--- config.mk ---
export PLATFORM = sky130hd
export DESIGN_NAME = arm7tdmi_exception_seq
export DESIGN_NICKNAME = d
export VERILOG_FILES = /design/src/rtl/arm7tdmi_pkg.sv /design/src/rtl/arm7tdmi_exc_lr_calc.sv /design/src/rtl/arm7tdmi_exception_seq.sv
export SDC_FILE = /design/constraint.sdc
export NUM_CORES = 1
export LEC_CHECK = 0
export CAP_MARGIN = 20
export CORE_ASPECT_RATIO = 2
export CORE_MARGIN = 1
export CORE_UTILIZATION = 38
export CTS_CLUSTER_DIAMETER = 50
export DETAILED_ROUTE_END_ITERATION = 8
export PLACE_DENSITY = 0.76
export SLEW_MARGIN = 10
export SYNTH_ARGS = -nofsm -noshare
export SYNTH_HDL_FRONTEND = slang
export SYNTH_SLANG_ARGS = --single-unit
--- constraint.sdc ---
create_clock -name clk -period 7.5 [get_ports clk]
set_input_delay 1.5 -clock clk [delete_from_list [all_inputs] [get_ports clk]]
set_output_delay 1.5 -clock clk [all_outputs]
set_load 0.02 [all_outputs]
--- src/rtl/arm7tdmi_pkg.sv ---
`default_nettype none
// +----------------------------------------------------------------------------+
// | arm7tdmi_pkg : shared types/constants for the exception entry sequencer     |
// | Rev 1.0                                                                     |
// +----------------------------------------------------------------------------+
package arm7tdmi_pkg;

  typedef enum logic [4:0] {
    MODE_USR = 5'b10000,
    MODE_FIQ = 5'b10001,
    MODE_IRQ = 5'b10010,
    MODE_SVC = 5'b10011,
    MODE_ABT = 5'b10111,
    MODE_UND = 5'b11011,
    MODE_SYS = 5'b11111
  } processor_mode_t;

  typedef enum logic [2:0] {
    EXC_RESET = 3'd0,
    EXC_UNDEF = 3'd1,
    EXC_SWI   = 3'd2,
    EXC_PABT  = 3'd3,
    EXC_DABT  = 3'd4,
    EXC_IRQ   = 3'd5,
    EXC_FIQ   = 3'd6
  } exc_type_t;

  localparam logic [2:0] EXC_TYPE_RESERVED = 3'd7;

  typedef enum logic [2:0] {
    SEQ_IDLE    = 3'd0,
    SEQ_SAVE    = 3'd1,
    SEQ_LINK    = 3'd2,
    SEQ_VECTOR  = 3'd3,
    SEQ_REFILL  = 3'd4,
    SEQ_RESTORE = 3'd5
  } exc_seq_state_t;

  localparam logic [3:0] LR_REG_IDX = 4'd14;

  // Only UNDEF/SWI depend on the T bit: they link to the next instruction.
  function automatic logic [3:0] lr_offset(input exc_type_t t, input logic thumb);
    logic [3:0] off;
    off = 4'd4;
    case (t)
      EXC_UNDEF, EXC_SWI: off = thumb ? 4'd2 : 4'd4;
      EXC_DABT:           off = 4'd8;
      default:            off = 4'd4;
    endcase
    return off;
  endfunction

endpackage
`default_nettype wire

--- src/rtl/arm7tdmi_exc_lr_calc.sv ---
`default_nettype none
// +----------------------------------------------------------------------------+
// | arm7tdmi_exc_lr_calc : combinational banked-LR value for exception entry    |
// | Rev 1.0                                                                     |
// +----------------------------------------------------------------------------+
module arm7tdmi_exc_lr_calc
  import arm7tdmi_pkg::*;
(
  input  exc_type_t   exc_type_i,
  input  logic        thumb_i,
  input  logic [31:0] exec_addr_i,
  output logic [31:0] lr_o
);

  assign lr_o = exec_addr_i + {28'd0, lr_offset(exc_type_i, thumb_i)};

endmodule
`default_nettype wire

--- src/rtl/arm7tdmi_exception_seq.sv ---
`default_nettype none
// +----------------------------------------------------------------------------+
// | arm7tdmi_exception_seq : multi-cycle exception entry / return sequencer     |
// | Rev 1.0                                                                     |
// +----------------------------------------------------------------------------+
module arm7tdmi_exception_seq
  import arm7tdmi_pkg::*;
#(
  parameter int          PIPE_REFILL = 2,
  parameter logic [31:0] VECTOR_BASE = 32'h0000_0000
) (
  input  logic        clk,
  input  logic        rst,
  input  logic        exception_taken,
  input  logic [2:0]  exception_type,
  input  logic [4:0]  exception_mode,
  input  logic [31:0] exception_vector,
  input  logic [31:0] exception_cpsr,
  input  logic [31:0] exception_spsr,
  input  logic [31:0] exec_addr,
  input  logic        thumb,
  input  logic        exc_return,
  input  logic [31:0] ret_addr,
  input  logic [31:0] ret_spsr,
  output logic        exception_ack,
  output logic        busy,
  output logic        stall,
  output logic        spsr_we,
  output logic [4:0]  spsr_mode,
  output logic [31:0] spsr_wdata,
  output logic        cpsr_we,
  output logic [31:0] cpsr_wdata,
  output logic        rf_we,
  output logic [4:0]  rf_wmode,
  output logic [3:0]  rf_windex,
  output logic [31:0] rf_wdata,
  output logic        pc_load,
  output logic [31:0] pc_target,
  output logic        pipe_flush
);

  localparam int CNT_W = $clog2(PIPE_REFILL + 1);

  exc_seq_state_t   state_q;
  logic [CNT_W-1:0] refill_q;
  exc_type_t        type_q;
  logic [4:0]       mode_q;
  logic [31:0]      vector_q;
  logic [31:0]      lr_q;
  logic [31:0]      lr_d;
  logic             take_d;

  arm7tdmi_exc_lr_calc u_lr_calc (
    .exc_type_i  (exc_type_t'(exception_type)),
    .thumb_i     (thumb),
    .exec_addr_i (exec_addr),
    .lr_o        (lr_d)
  );

  assign take_d = exception_taken && (exception_type != EXC_TYPE_RESERVED);
  assign busy   = (state_q != SEQ_IDLE);
  assign stall  = busy;

  // Strobes are produced on the edge that enters the state they belong to,
  // so every output is a flop and drops to zero outside its own cycle.
  always_ff @(posedge clk or posedge rst) begin
    if (rst) begin
      state_q       <= SEQ_IDLE;
      refill_q      <= '0;
      type_q        <= EXC_RESET;
      mode_q        <= '0;
      vector_q      <= '0;
      lr_q          <= '0;
      exception_ack <= 1'b0;
      spsr_we       <= 1'b0;
      spsr_mode     <= '0;
      spsr_wdata    <= '0;
      cpsr_we       <= 1'b0;
      cpsr_wdata    <= '0;
      rf_we         <= 1'b0;
      rf_wmode      <= '0;
      rf_windex     <= '0;
      rf_wdata      <= '0;
      pc_load       <= 1'b0;
      pc_target     <= '0;
      pipe_flush    <= 1'b0;
    end else begin
      exception_ack <= 1'b0;
      spsr_we       <= 1'b0;
      spsr_mode     <= '0;
      spsr_wdata    <= '0;
      cpsr_we       <= 1'b0;
      cpsr_wdata    <= '0;
      rf_we         <= 1'b0;
      rf_wmode      <= '0;
      rf_windex     <= '0;
      rf_wdata      <= '0;
      pc_load       <= 1'b0;
      pc_target     <= '0;
      pipe_flush    <= 1'b0;

      case (state_q)
        SEQ_IDLE: begin
          if (take_d) begin
            state_q       <= SEQ_SAVE;
            type_q        <= exc_type_t'(exception_type);
            mode_q        <= exception_mode;
            vector_q      <= exception_vector;
            lr_q          <= lr_d;
            exception_ack <= 1'b1;
            cpsr_we       <= 1'b1;
            cpsr_wdata    <= exception_cpsr;
            if (exception_type != EXC_RESET) begin
              spsr_we    <= 1'b1;
              spsr_mode  <= exception_mode;
              spsr_wdata <= exception_spsr;
            end
          end else if (exc_return) begin
            state_q    <= SEQ_RESTORE;
            cpsr_we    <= 1'b1;
            cpsr_wdata <= ret_spsr;
            pc_load    <= 1'b1;
            pc_target  <= ret_addr;
            pipe_flush <= 1'b1;
          end
        end

        SEQ_SAVE: begin
          if (type_q == EXC_RESET) begin
            state_q    <= SEQ_VECTOR;
            pc_load    <= 1'b1;
            pc_target  <= VECTOR_BASE + vector_q;
            pipe_flush <= 1'b1;
          end else begin
            state_q   <= SEQ_LINK;
            rf_we     <= 1'b1;
            rf_wmode  <= mode_q;
            rf_windex <= LR_REG_IDX;
            rf_wdata  <= lr_q;
          end
        end

        SEQ_LINK: begin
          state_q    <= SEQ_VECTOR;
          pc_load    <= 1'b1;
          pc_target  <= VECTOR_BASE + vector_q;
          pipe_flush <= 1'b1;
        end

        SEQ_VECTOR, SEQ_RESTORE: begin
          state_q  <= SEQ_REFILL;
          refill_q <= CNT_W'(PIPE_REFILL - 1);
        end

        SEQ_REFILL: begin
          if (refill_q == '0) begin
            state_q <= SEQ_IDLE;
          end else begin
            refill_q <= refill_q - CNT_W'(1);
          end
        end

        default: state_q <= SEQ_IDLE;
      endcase
    end
  end

endmodule
`default_nettype wire

After elaboration in Yosys (flattened, before gate mapping)
Cells that the tools add are included.
{"block": "classes", "n_reduce_logical": 12, "n_addsub": 2, "eq_ne": 12, "n_mux": 41}
{"cell": "$mux W32", "n": 11}
{"cell": "$pmux W32 S3", "n": 1}
{"cell": "$add A32 B4 Y32", "n": 1}
{"cell": "$mux W5", "n": 5}
{"cell": "$pmux W3 S5", "n": 1}
{"cell": "$mux W1", "n": 13}
{"cell": "$mux W3", "n": 4}
{"cell": "$eq A3 B2 Y1 const B", "n": 3}
{"cell": "$eq A3 B3 Y1 const B", "n": 3}
{"cell": "$mux W4", "n": 2}
{"cell": "$pmux W4 S2", "n": 1}
{"cell": "$eq A3 B1 Y1 const B", "n": 2}
{"cell": "$logic_not A3 Y1", "n": 2}
{"cell": "$ne A3 B3 Y1 const B", "n": 2}
{"cell": "$reduce_and A2 Y1", "n": 3}
{"cell": "$reduce_bool A3 Y1", "n": 2}
{"cell": "$ne A2 B2 Y1 const B", "n": 2}
{"cell": "$pmux W2 S2", "n": 1}
{"cell": "$reduce_or A2 Y1", "n": 2}
{"cell": "$pmux W1 S3", "n": 1}
{"cell": "$logic_not A2 Y1", "n": 1}
{"cell": "$mux W2", "n": 1}
{"cell": "$reduce_bool A2 Y1", "n": 1}
{"cell": "$sub A2 B1 Y2 const B", "n": 1}
{"cell": "$logic_and A1 B1 Y1", "n": 1}
{"block": "word_totals", "ff_bits": 224, "wordCells": 85, "out_inout_bits": 150}

Depth between registers and ports, before layout
Gate-level depths: netlist (run 1).
{"block": "logic_depth", "word_depth": 4, "depth_mapped": 10, "ltp_nobuf": 10}

By module
From an unflattened synthesis (run 1), not the netlist that was laid out.
{"block": "unflattened", "cells_unflattened": 674, "hier_area_um2": 8852.2}
{"mod": "arm7tdmi_exception_seq", "cells_each": 580, "instances": 1, "area_each_um2": 8149.1}
{"mod": "arm7tdmi_exc_lr_calc", "cells_each": 94, "instances": 1, "area_each_um2": 703.2}

Worst setup path after synthesis (run 1)
No wires, ideal clock.
{"block": "synth_path", "kind": "input port to flip-flop", "from": "in exception_type[1]", "to": "reg lr_q[31]", "t_arrival_ps": 3631, "stages": 10, "path_slack_ps": 3750, "t_required_ps": 7380, "cell_sequence": "xnor2_1 > nor3b_1 > ha_1 > inv_1 > fa_1 > nand2b_1 > a2111oi_4 > nand4_1 > xor2_1 > o21ai_2"}
{"block": "synth_between", "elab_chain_len": 4}
{"element": "start: declaration", "line": "arm7tdmi_exception_seq.sv:15", "source": "input logic [2:0] exception_type,"}
{"element": "$eq A3 B1 Y1 or $eq A3 B2 Y1 (tied branches)", "line": "arm7tdmi_pkg.sv:45", "source": "case (t)"}
{"element": "$reduce_or A2 Y1", "line": "arm7tdmi_pkg.sv:45"}
{"element": "$pmux W4 S2", "line": "arm7tdmi_pkg.sv:45"}
{"element": "$add A32 B4 Y32", "line": "arm7tdmi_exc_lr_calc.sv:15", "source": "assign lr_o = exec_addr_i + {28'd0, lr_offset(exc_type_i, thumb_i)};"}
{"element": "end signal: assignment", "line": "arm7tdmi_exception_seq.sv:109", "source": "lr_q <= lr_d;"}
{"element": "end: declaration", "line": "arm7tdmi_exception_seq.sv:49", "source": "logic [31:0] lr_q;"}
Several ways; a longest one is shown, not always the timed one.
A chain may end at the register's enable or synchronous reset.

Worst setup path in the final report (run 1)
Same ends and word-level chain as after synthesis.

==> results of run 1 <==
==> critical path: stages <==
cell,delay [ps]
clkdlybuf4s50_1,510
xnor2_1,170
nor3b_1,350
ha_1,260
inv_1,60
fa_1,390
nand2b_1,220
a2111oi_4,770
nand4_1,220
xor2_1,210
o21ai_2,60
==> routing by layer <==
layer | vias up | GRT usage [%] | part of all wire (%)
li1 | 3060 | - | -
met1 | 3126 | 24.3 | 36
met2 | 265 | 39.4 | 53
met3 | 55 | 3.57 | 5.7
met4 | 0 | 11.4 | 4.7
met5 | - | 0 | 0
==> how the worst max path moves through the flow <==
stage | cells past startpoint | slack, ps | startpoint | to
after CTS | 11 | 3100 | exception_type[0] | lr_q[31]
after global placement | 11 | 2770 | exception_type[0] | lr_q[27]
after global routing | 11 | 2910 | exception_type[1] | lr_q[29]
after detailed placement | 11 | 2580 | exception_type[0] | lr_q[31]
final | 11 | 3130 | exception_type[1] | lr_q[31]
after floorplan | 1 | 3130 | rst | cpsr_wdata[0]
==> state kept, by name, summed over array words and instances, names as in the netlist, 2 cells and up <==
| signal | flops |
|---|---|
| cpsr_wdata | 32 |
| lr_q | 32 |
| mode_q | 5 |
| pc_target | 32 |
| refill_q | 2 |
| rf_wdata | 32 |
| rf_wmode | 5 |
| spsr_mode | 5 |
| spsr_wdata | 32 |
| state_q | 3 |
| type_q | 3 |
| vector_q | 32 |
==> logic make-up (layout without fill, tap and decap cells) <==
logic type / count (synthesis) / in the layout / synth area share, %
adder cells (fa/ha/maj): 5 / 5 / 0.837
XOR/XNOR: 31 / 31 / 3.24
other: 1 / 2 / 0.0448
AND/OR/NAND/NOR: 297 / 297 / 16.9
flip-flops: 220 / 220 / 65.8
buffers and inverters: 58 / 410 / 2.97
AO/OA/AOI/OAI: 111 / 111 / 10.3
==> metrics by stage <==
| step | util (%) | hold slack (ps) | cell area (um^2) | instances | setup WS [ps] |
|---|---|---|---|---|---|
| global placement | 56.2 | 450 | 12100 | 1311 | 2770 |
| finish | 59.4 | 466 | 12800 | 1349 | 3130 |
| global route | 59.4 | 489 | 12800 | 1349 | 2910 |
| floorplan | - | 437 | 8380 | 723 | 3130 |
| detailed placement | 56.2 | 459 | 12100 | 1311 | 2580 |
| CTS | 59.4 | 474 | 12800 | 1348 | 3100 |
==> final cells by class <==
type                       count  share of cell area, %
antenna                        1                 0.0195
clock buffer                  24                   4.27
clock inverter                13                   1.10
inverter                      11                  0.351
multi-input combinational    445                   20.6
sequential                   220                   42.9
tap                          273                   2.66
timing repair buffer         362                   28.1
==> cells in the mapped netlist (4+ instances only) <==
library cell  count  share of area, %
a21oi_1           6              0.36
buf_4             6              0.54
and3_1            9              0.67
and2_1           75               5.6
nor3_1            4              0.24
nand4_1           9              0.67
o21ai_0          18               1.1
a22o_1           64               6.7
inv_1            11              0.49
nand3_1          13              0.78
buf_2             7              0.42
clkbuf_1         23               1.0
xor2_1           24               2.5
buf_1            11              0.49
ha_1              4              0.60
nand2_1         169               7.6
xnor2_1           7              0.73
nor2_1            8              0.36
o21ai_1          15              0.90
dfrtp_1         220                66
==> power groups by stage <==
| stage | registers, mW | logic, mW | clock network (mW) |
|---|---|---|---|
| global route | 1.76 | 1.53 | 1.14 |
| floorplan | 1.91 | 0.568 | 0 |
| detailed placement | 1.74 | 1.42 | 0 |
| CTS | 1.72 | 1.43 | 1.09 |
| finish | 1.72 | 1.41 | 1.07 |
| global placement | 1.72 | 1.39 | 0 |
==> run metrics, run 1 <==
P_sw 1.40 mW; number of CTS-inserted buffers 21; switching share of power 33.3%; maximum resistive drop on vdd 0.000198 V; post-detailed-route via-to-cell ratio 4.82; syn avg cell area 11.6 um^2; arrival time reported for the critical path endpoint 4740 ps; vias in the first global route 6,670; H-tree Lvls 1; share of the cycle needed by the critical path after routing 58.2%; leakage 5.83 nW; type of destination of the critical path flip-flop; Combinational Power Share 33.5%; maximum number of pins on one net before global-route repair 78; most common cell after layout, fill and taps aside clkdlybuf4s50_1; async set-reset flop share out of synthesis 100%; clock slew at reported path FFs 60 ps; clock network latency to the later pin of the worst-skew pair 500 ps; result of the run complete, no violations; routability congestion estimate from global placement 0.916; Hold Crit Depth 2; Initial DRC Count 168; RSZ-0062 raised after global routing false; post-layout net count 1,271; required arrival time at the worst endpoint 7870 ps; Top-Level Pins 355; hold_buf cts 0; category of the critical setup timing path in -> reg; maximum capacitance violations 0; Die X 107 um; initial antenna violation count 1; starting density of the core 38.8%; hold path startpoint lr_q[0]; clock tree from TritonCTS done; Post-synth EDFFs 0; total negative slack for setup checks 0 ps; sinks on the clock net 220; pwr/cell area 327 mW/mm^2; Setup Skew 13.8 ps; length of the first detailed-routing pass in iterations 4; Seq pwr share 41.0%; cell count after synthesis 723; wire length of the first global-routing pass 37.1 mm; clock power share 25.5%; Max Clk Rate 229 MHz; floorplan die area 0.0227 mm^2; synthesis warning total 0; register area share after synthesis 65.8%; number of port buffers 353; number of distinct library cells after synthesis 35; worst-case reg-to-reg path depth 5; clock period minus worst slack 4370 ps; buffers inserted by post-CTS timing repair 0; signed area change from the synthesized netlist to the final layout 53.1%; footprint of the multi-input gates 0.00264 mm^2; Layout fillers 1,778; Syn Nets 933; cell area after synthesis 0.00837 mm^2; slack of the worst reg-to-reg path 4750 ps; startpoint type of the worst setup path primary input; total overflow reported by the global router 0; prevailing post-synth register cell dfrtp_1; critical-path maximum fanout 10; RR Startpoint state_q[0]; number of max-slew violations in the final report 0; number of cells upsized or downsized after cts 0; post-route total power 4.19 mW; post-route ant nets 0; synthesized flop and latch total 220; total core area 0.0216 mm^2; min-delay worst type reg -> reg; remaining routing DRC violations 0; Hold Path Sink lr_q[0]; share of post-route cells with drive strength above 1 5.21%; Row Count 76; commonest cells after routing, fill and taps aside 353 x clkdlybuf4s50_1, 220 x dfrtp_1, 168 x nand2_1; Fin. Hold Viols 0; routed wire length 24.7 mm; transition time at the pin with the least slew margin 982 ps; footprint of the flip-flops and latches 0.00551 mm^2; height of the die 212 um; Final Setup Violations 0; library cell used as clock root buffer clkbuf_16; worst reg2reg endpoint cpsr_wdata[31]; DP HPWL 18.2 mm; global-route usage over all layers 21.9%; via count 6,506; Rel. slew slack 34.5%; Wirelength per Cell 18.3 um; internal power 2.80 mW; number of buffers on the longest clock path 3
No activity file was read; power rests on OpenSTA's default activity.
==> run 2, diff against run 1 <==
- clock period: 7.5 -> 3.6 ns (I/O delays scaled with it)
==> run 2 against run 1 <==
  * Setup slack got worse by 2700 ps
  * Global-route usage fell by 0.25 points
  * Worst hold slack improved by 4.6 ps
  * Clock skew fell by 2.8 ps
  * Utilization rose by 0.83 points
  * Critical path depth rose by 1
  * Die area did not move
  * First-iteration DRC count rose by 60%
  * Final area rose by 1.4%
  * Non-clock buffer count rose by 19
  * Via count rose by 1.6%
  * Critical path type unchanged
  * Critical endpoint unchanged
  * Highest routed layer is now met5
==> run metrics, run 2 (same netlist as run 1, synthesis figures left out) <==
remaining routing DRC violations 0; cell area after layout 0.0130 mm^2; via count 6,612; routed wire length 24.8 mm; most common cell after layout, fill and taps aside clkdlybuf4s50_1; height of the die 212 um; type of destination of the critical path flip-flop; result of the run complete, no violations; post-route ant nets 0; footprint of the flip-flops and latches 0.00551 mm^2; required arrival time at the worst endpoint 3980 ps; clock network latency to the later pin of the worst-skew pair 500 ps; length of the first detailed-routing pass in iterations 4; clock tree from TritonCTS done; maximum capacitance violations 0; Top-Level Pins 355; arrival time reported for the critical path endpoint 3530 ps; vias in the first global route 6,682; setup slack at placement -117 ps; share of the cycle needed by the critical path after routing 87.4%; buffers inserted by post-CTS timing repair 0; footprint of the multi-input gates 0.00264 mm^2; number of CTS-inserted buffers 20; startpoint type of the worst setup path primary input; number of cells upsized or downsized after cts 0; signed area change from the synthesized netlist to the final layout 55.3%; maximum resistive drop on vdd 0.000432 V; post-route total power 8.67 mW; RSZ-0062 raised after global routing false; total overflow reported by the global router 0; min-delay worst type reg -> reg; share of post-route cells with drive strength above 1 6.50%; library cell used as clock root buffer clkbuf_16; Initial DRC Count 268; transition time at the pin with the least slew margin 623 ps; routability congestion estimate from global placement 0.925; floorplan die area 0.0227 mm^2; number of port buffers 353; Die X 107 um; Layout fillers 1,770; Final Setup Violations 0; initial antenna violation count 2; Rel. slew slack 58.2%; post-layout net count 1,289; clock period minus worst slack 3150 ps; Placed Instance Area 0.0123 mm^2; pwr/cell area 667 mW/mm^2; commonest cells after routing, fill and taps aside 353 x clkdlybuf4s50_1, 220 x dfrtp_1, 168 x nand2_1; Max Clk Rate 318 MHz; critical-path maximum fanout 10; total core area 0.0216 mm^2; category of the critical setup timing path in -> reg; clock slew at reported path FFs 70 ps; post-detailed-route via-to-cell ratio 4.84; wire length of the first global-routing pass 36.8 mm; maximum number of pins on one net before global-route repair 86; number of buffers on the longest clock path 3; Row Count 76; global-route usage over all layers 21.6%; Fin. Hold Viols 0; worst-case setup margin in the final layout 452 ps; H-tree Lvls 1; Setup Skew 10.9 ps; leakage 5.94 nW; DP HPWL 18.6 mm; sinks on the clock net 220; utilization after layout 60.2%; starting density of the core 38.8%; Wirelength per Cell 18.2 um; number of max-slew violations in the final report 0; hold_buf cts 0
-- run 2: cell count changes in the layout (fill, tap and decap cells not counted), sizes merged --
cell | previous run | this run
buf | 9 | 28
clkbuf | 24 | 31
inv | 12 | 10
clkinvlp | 6 | 4
bufinv | 2 | 0
clkinv | 4 | 1
-- run 2: critical path: stages --
cell and delay (ps):
clkdlybuf4s50_1 440, xnor2_1 150, nor3b_1 360, ha_1 240
inv_1 60, fa_1 380, nand2b_1 210, a2111oi_4 350
buf_4 230, nand4_1 130, xor2_1 200, o21ai_2 60
-- run 2: routing by layer --
layer	part of all wire (%)	global-route usage, %
met5	0.052	0
met4	4.5	10.9
met3	6.0	4.31
met2	54	39.9
met1	35	22.8
-- run 2: stage by stage --
step	hold WS (ps)	std cells	TNS, ps
2_1_floorplan	437	723	0
6_report	471	1366	0
3_5_place_dp	462	1330	-768
3_3_place_gp	451	1330	-9.24
4_1_cts	478	1365	0
5_1_grt	494	1366	0
-- run 2: area by class of cell --
cell class	count	share of cell area [%]
well taps	273	2.63
clock buffers	31	4.79
multi-input cells	445	20.3
inverters	11	0.347
repair buffers	381	29.4
flip-flops and latches	220	42.4
clock inverters	4	0.212
diodes	1	0.0193
-- run 2: final timing paths --
check,slack (ps),endpoint,depth (start not counted),from
max in group asynchronous,2170,pc_target[11],4,rst
max,450,lr_q[31],12,exception_type[0]
min reg2reg,470,lr_q[0],2,lr_q[0]
max reg2reg,1540,cpsr_wdata[24],4,state_q[0]
min,470,lr_q[0],2,lr_q[0]
min in group asynchronous,610,spsr_wdata[30],2,rst
-- run 2: power by group --
part | switching, mW | total (mW) | internal [mW]
Combinational | 1.60 | 3.00 | 1.40
Clock | 0.905 | 2.10 | 1.19
Sequential | 0.353 | 3.58 | 3.22
Total | 2.86 | 8.67 | 5.82
==> run 3, diff against run 2 <==
- CELL_PAD_IN_SITES_DETAIL_PLACEMENT: default -> 1
- CELL_PAD_IN_SITES_GLOBAL_PLACEMENT: default -> 2
- CORE_UTILIZATION: 38 -> 28
- PLACE_DENSITY: 0.76 -> default
- PLACE_DENSITY_LB_ADDON: default -> 0.1
- clock period: 3.6 -> 3.8 ns (I/O delays scaled with it)
==> run 3 against run 2 <==
  * Global-route usage shrank 2.7 points
  * Final area grew 2.1%
  * Die area grew 35%
  * Final cell count grew 7.1%
  * Critical path depth is the same
  * Critical endpoint is now lr_q[27]
  * Sequential share of layout area shrank 0.87 points
  * Largest power group unchanged
  * Clock power grew 18%
  * First-iteration DRC count shrank 11%
  * Clock-buffer cell count grew 3
  * Sequential power shrank 6%
  * Register-to-register slack gained 190 ps
  * Total power grew 0.68%
==> run metrics, run 3 (same netlist as run 1, synthesis figures left out) <==
pwr/cell area 658 mW/mm^2; category of the critical setup timing path in -> reg; footprint of the multi-input gates 0.00264 mm^2; number of cells upsized or downsized after cts 0; share of the cycle needed by the critical path after routing 84.9%; clock period minus worst slack 3220 ps; clock tree from TritonCTS done; height of the die 247 um; maximum number of pins on one net before global-route repair 62; wire length of the first global-routing pass 44.2 mm; met3 wirelength from detailed routing 1.63 mm; Combinational Power Share 32.8%; leakage 6.02 nW; signed area change from the synthesized netlist to the final layout 58.5%; Fin. Hold Viols 0; clock slew at reported path FFs 60 ps; library cell used as clock root buffer clkbuf_16; startpoint type of the worst setup path primary input; Max Clk Rate 310 MHz; Rel. slew slack 53.3%; RSZ-0062 raised after global routing false; Row Count 89; total overflow reported by the global router 0; share of post-route cells with drive strength above 1 6.93%; via count 6,656; length of the first detailed-routing pass in iterations 4; routed wire length 28.8 mm; arrival time reported for the critical path endpoint 3670 ps; floorplan die area 0.0306 mm^2; post-layout net count 1,288; Die X 124 um; most common cell after layout, fill and taps aside clkdlybuf4s50_1; H-tree Lvls 1; number of max-slew violations in the final report 0; required arrival time at the worst endpoint 4240 ps; number of port buffers 353; post-detailed-route via-to-cell ratio 4.55; Seq pwr share 38.7%; global-route usage over all layers 18.9%; routability congestion estimate from global placement 0.765; Top-Level Pins 355; maximum resistive drop on vdd 0.000294 V; buffers inserted by post-CTS timing repair 0; number of buffers on the longest clock path 3; type of destination of the critical path flip-flop; Placed Instance Area 0.0124 mm^2; transition time at the pin with the least slew margin 701 ps; starting density of the core 28.5%; sinks on the clock net 220; remaining routing DRC violations 0; min-delay worst type reg -> reg; Layout fillers 3,190; vias in the first global route 7,110; footprint of the flip-flops and latches 0.00551 mm^2; M1 wire length 10.6 mm; total core area 0.0294 mm^2; DP HPWL 21.2 mm; switching share of power 32.6%; Initial DRC Count 239; commonest cells after routing, fill and taps aside 353 x clkdlybuf4s50_1, 220 x dfrtp_1, 168 x nand2_1; total negative slack for setup checks 0 ps; Setup Skew 10.4 ps; hold_buf cts 0; number of CTS-inserted buffers 24; cell area after layout 0.0133 mm^2; P_sw 2.85 mW; result of the run complete, no violations; clock network latency to the later pin of the worst-skew pair 520 ps; maximum capacitance violations 0; Wirelength per Cell 19.7 um; internal power 5.88 mW; sum of met2 wire segment lengths after detailed routing 15.8 mm; post-route ant nets 0; critical-path maximum fanout 10; highest metal layer with signal wires met4; Final Setup Violations 0; initial antenna violation count 2; clock power share 28.5%
==> run 3: critical path, stage by stage <==
cell,delay [ps]
clkdlybuf4s50_1,440
xnor2_1,140
nor3b_1,380
ha_1,260
inv_1,60
fa_1,370
nand2b_1,220
a2111oi_4,360
buf_4,250
nand4_1,130
xor2_1,170
o21ai_1,120
==> run 3: through the flow <==
stage	power (mW)	hold WS [ps]	utilization, %	setup WS, ps	cells
floorplan	4.89	437	-	172	723
global placement	6.31	451	42.3	76.5	1416
detailed placement	6.37	457	42.3	20.5	1416
CTS	8.91	473	45.1	577	1460
global route	9.24	491	45.1	401	1462
finish	8.73	463	45.1	575	1463
==> run 3: cell type report <==
type / instances / area share [%]
Clock inverter: 10 / 0.990
Sequential cell: 220 / 41.5
Timing Repair Buffer: 376 / 28.5
Multi-Input combinational cell: 445 / 19.9
Clock buffer: 34 / 5.35
Antenna cell: 3 / 0.0566
Tap cell: 364 / 3.43
Inverter: 11 / 0.339
==> run 3: path summary, 6_finish.rpt <==
path	to	slack [ps]	depth (start not counted)	from
max	lr_q[27]	580	12	exception_type[1]
max reg2reg	spsr_wdata[3]	1730	6	state_q[0]
max in group asynchronous	rf_wdata[15]	2230	4	rst
min reg2reg	lr_q[1]	460	2	lr_q[1]
min in group asynchronous	spsr_wdata[0]	660	2	rst
min	lr_q[1]	460	2	lr_q[1]
==> run 3: power by group through the flow <==
stage | registers (mW) | logic [mW] | clock network (mW)
global placement | 3.41 | 2.90 | 0
detailed placement | 3.44 | 2.93 | 0
floorplan | 3.76 | 1.12 | 0
finish | 3.38 | 2.87 | 2.48
CTS | 3.40 | 2.94 | 2.58
global route | 3.47 | 3.12 | 2.65
==> run 3: layer usage <==
| metal | vias up | track usage (%) |
|---|---|---|
| li1 | 3098 | - |
| met4 | 0 | 6.84 |
| met5 | - | 0 |
| met1 | 3279 | 20.5 |
| met3 | 38 | 3.97 |
| met2 | 241 | 35.5 |
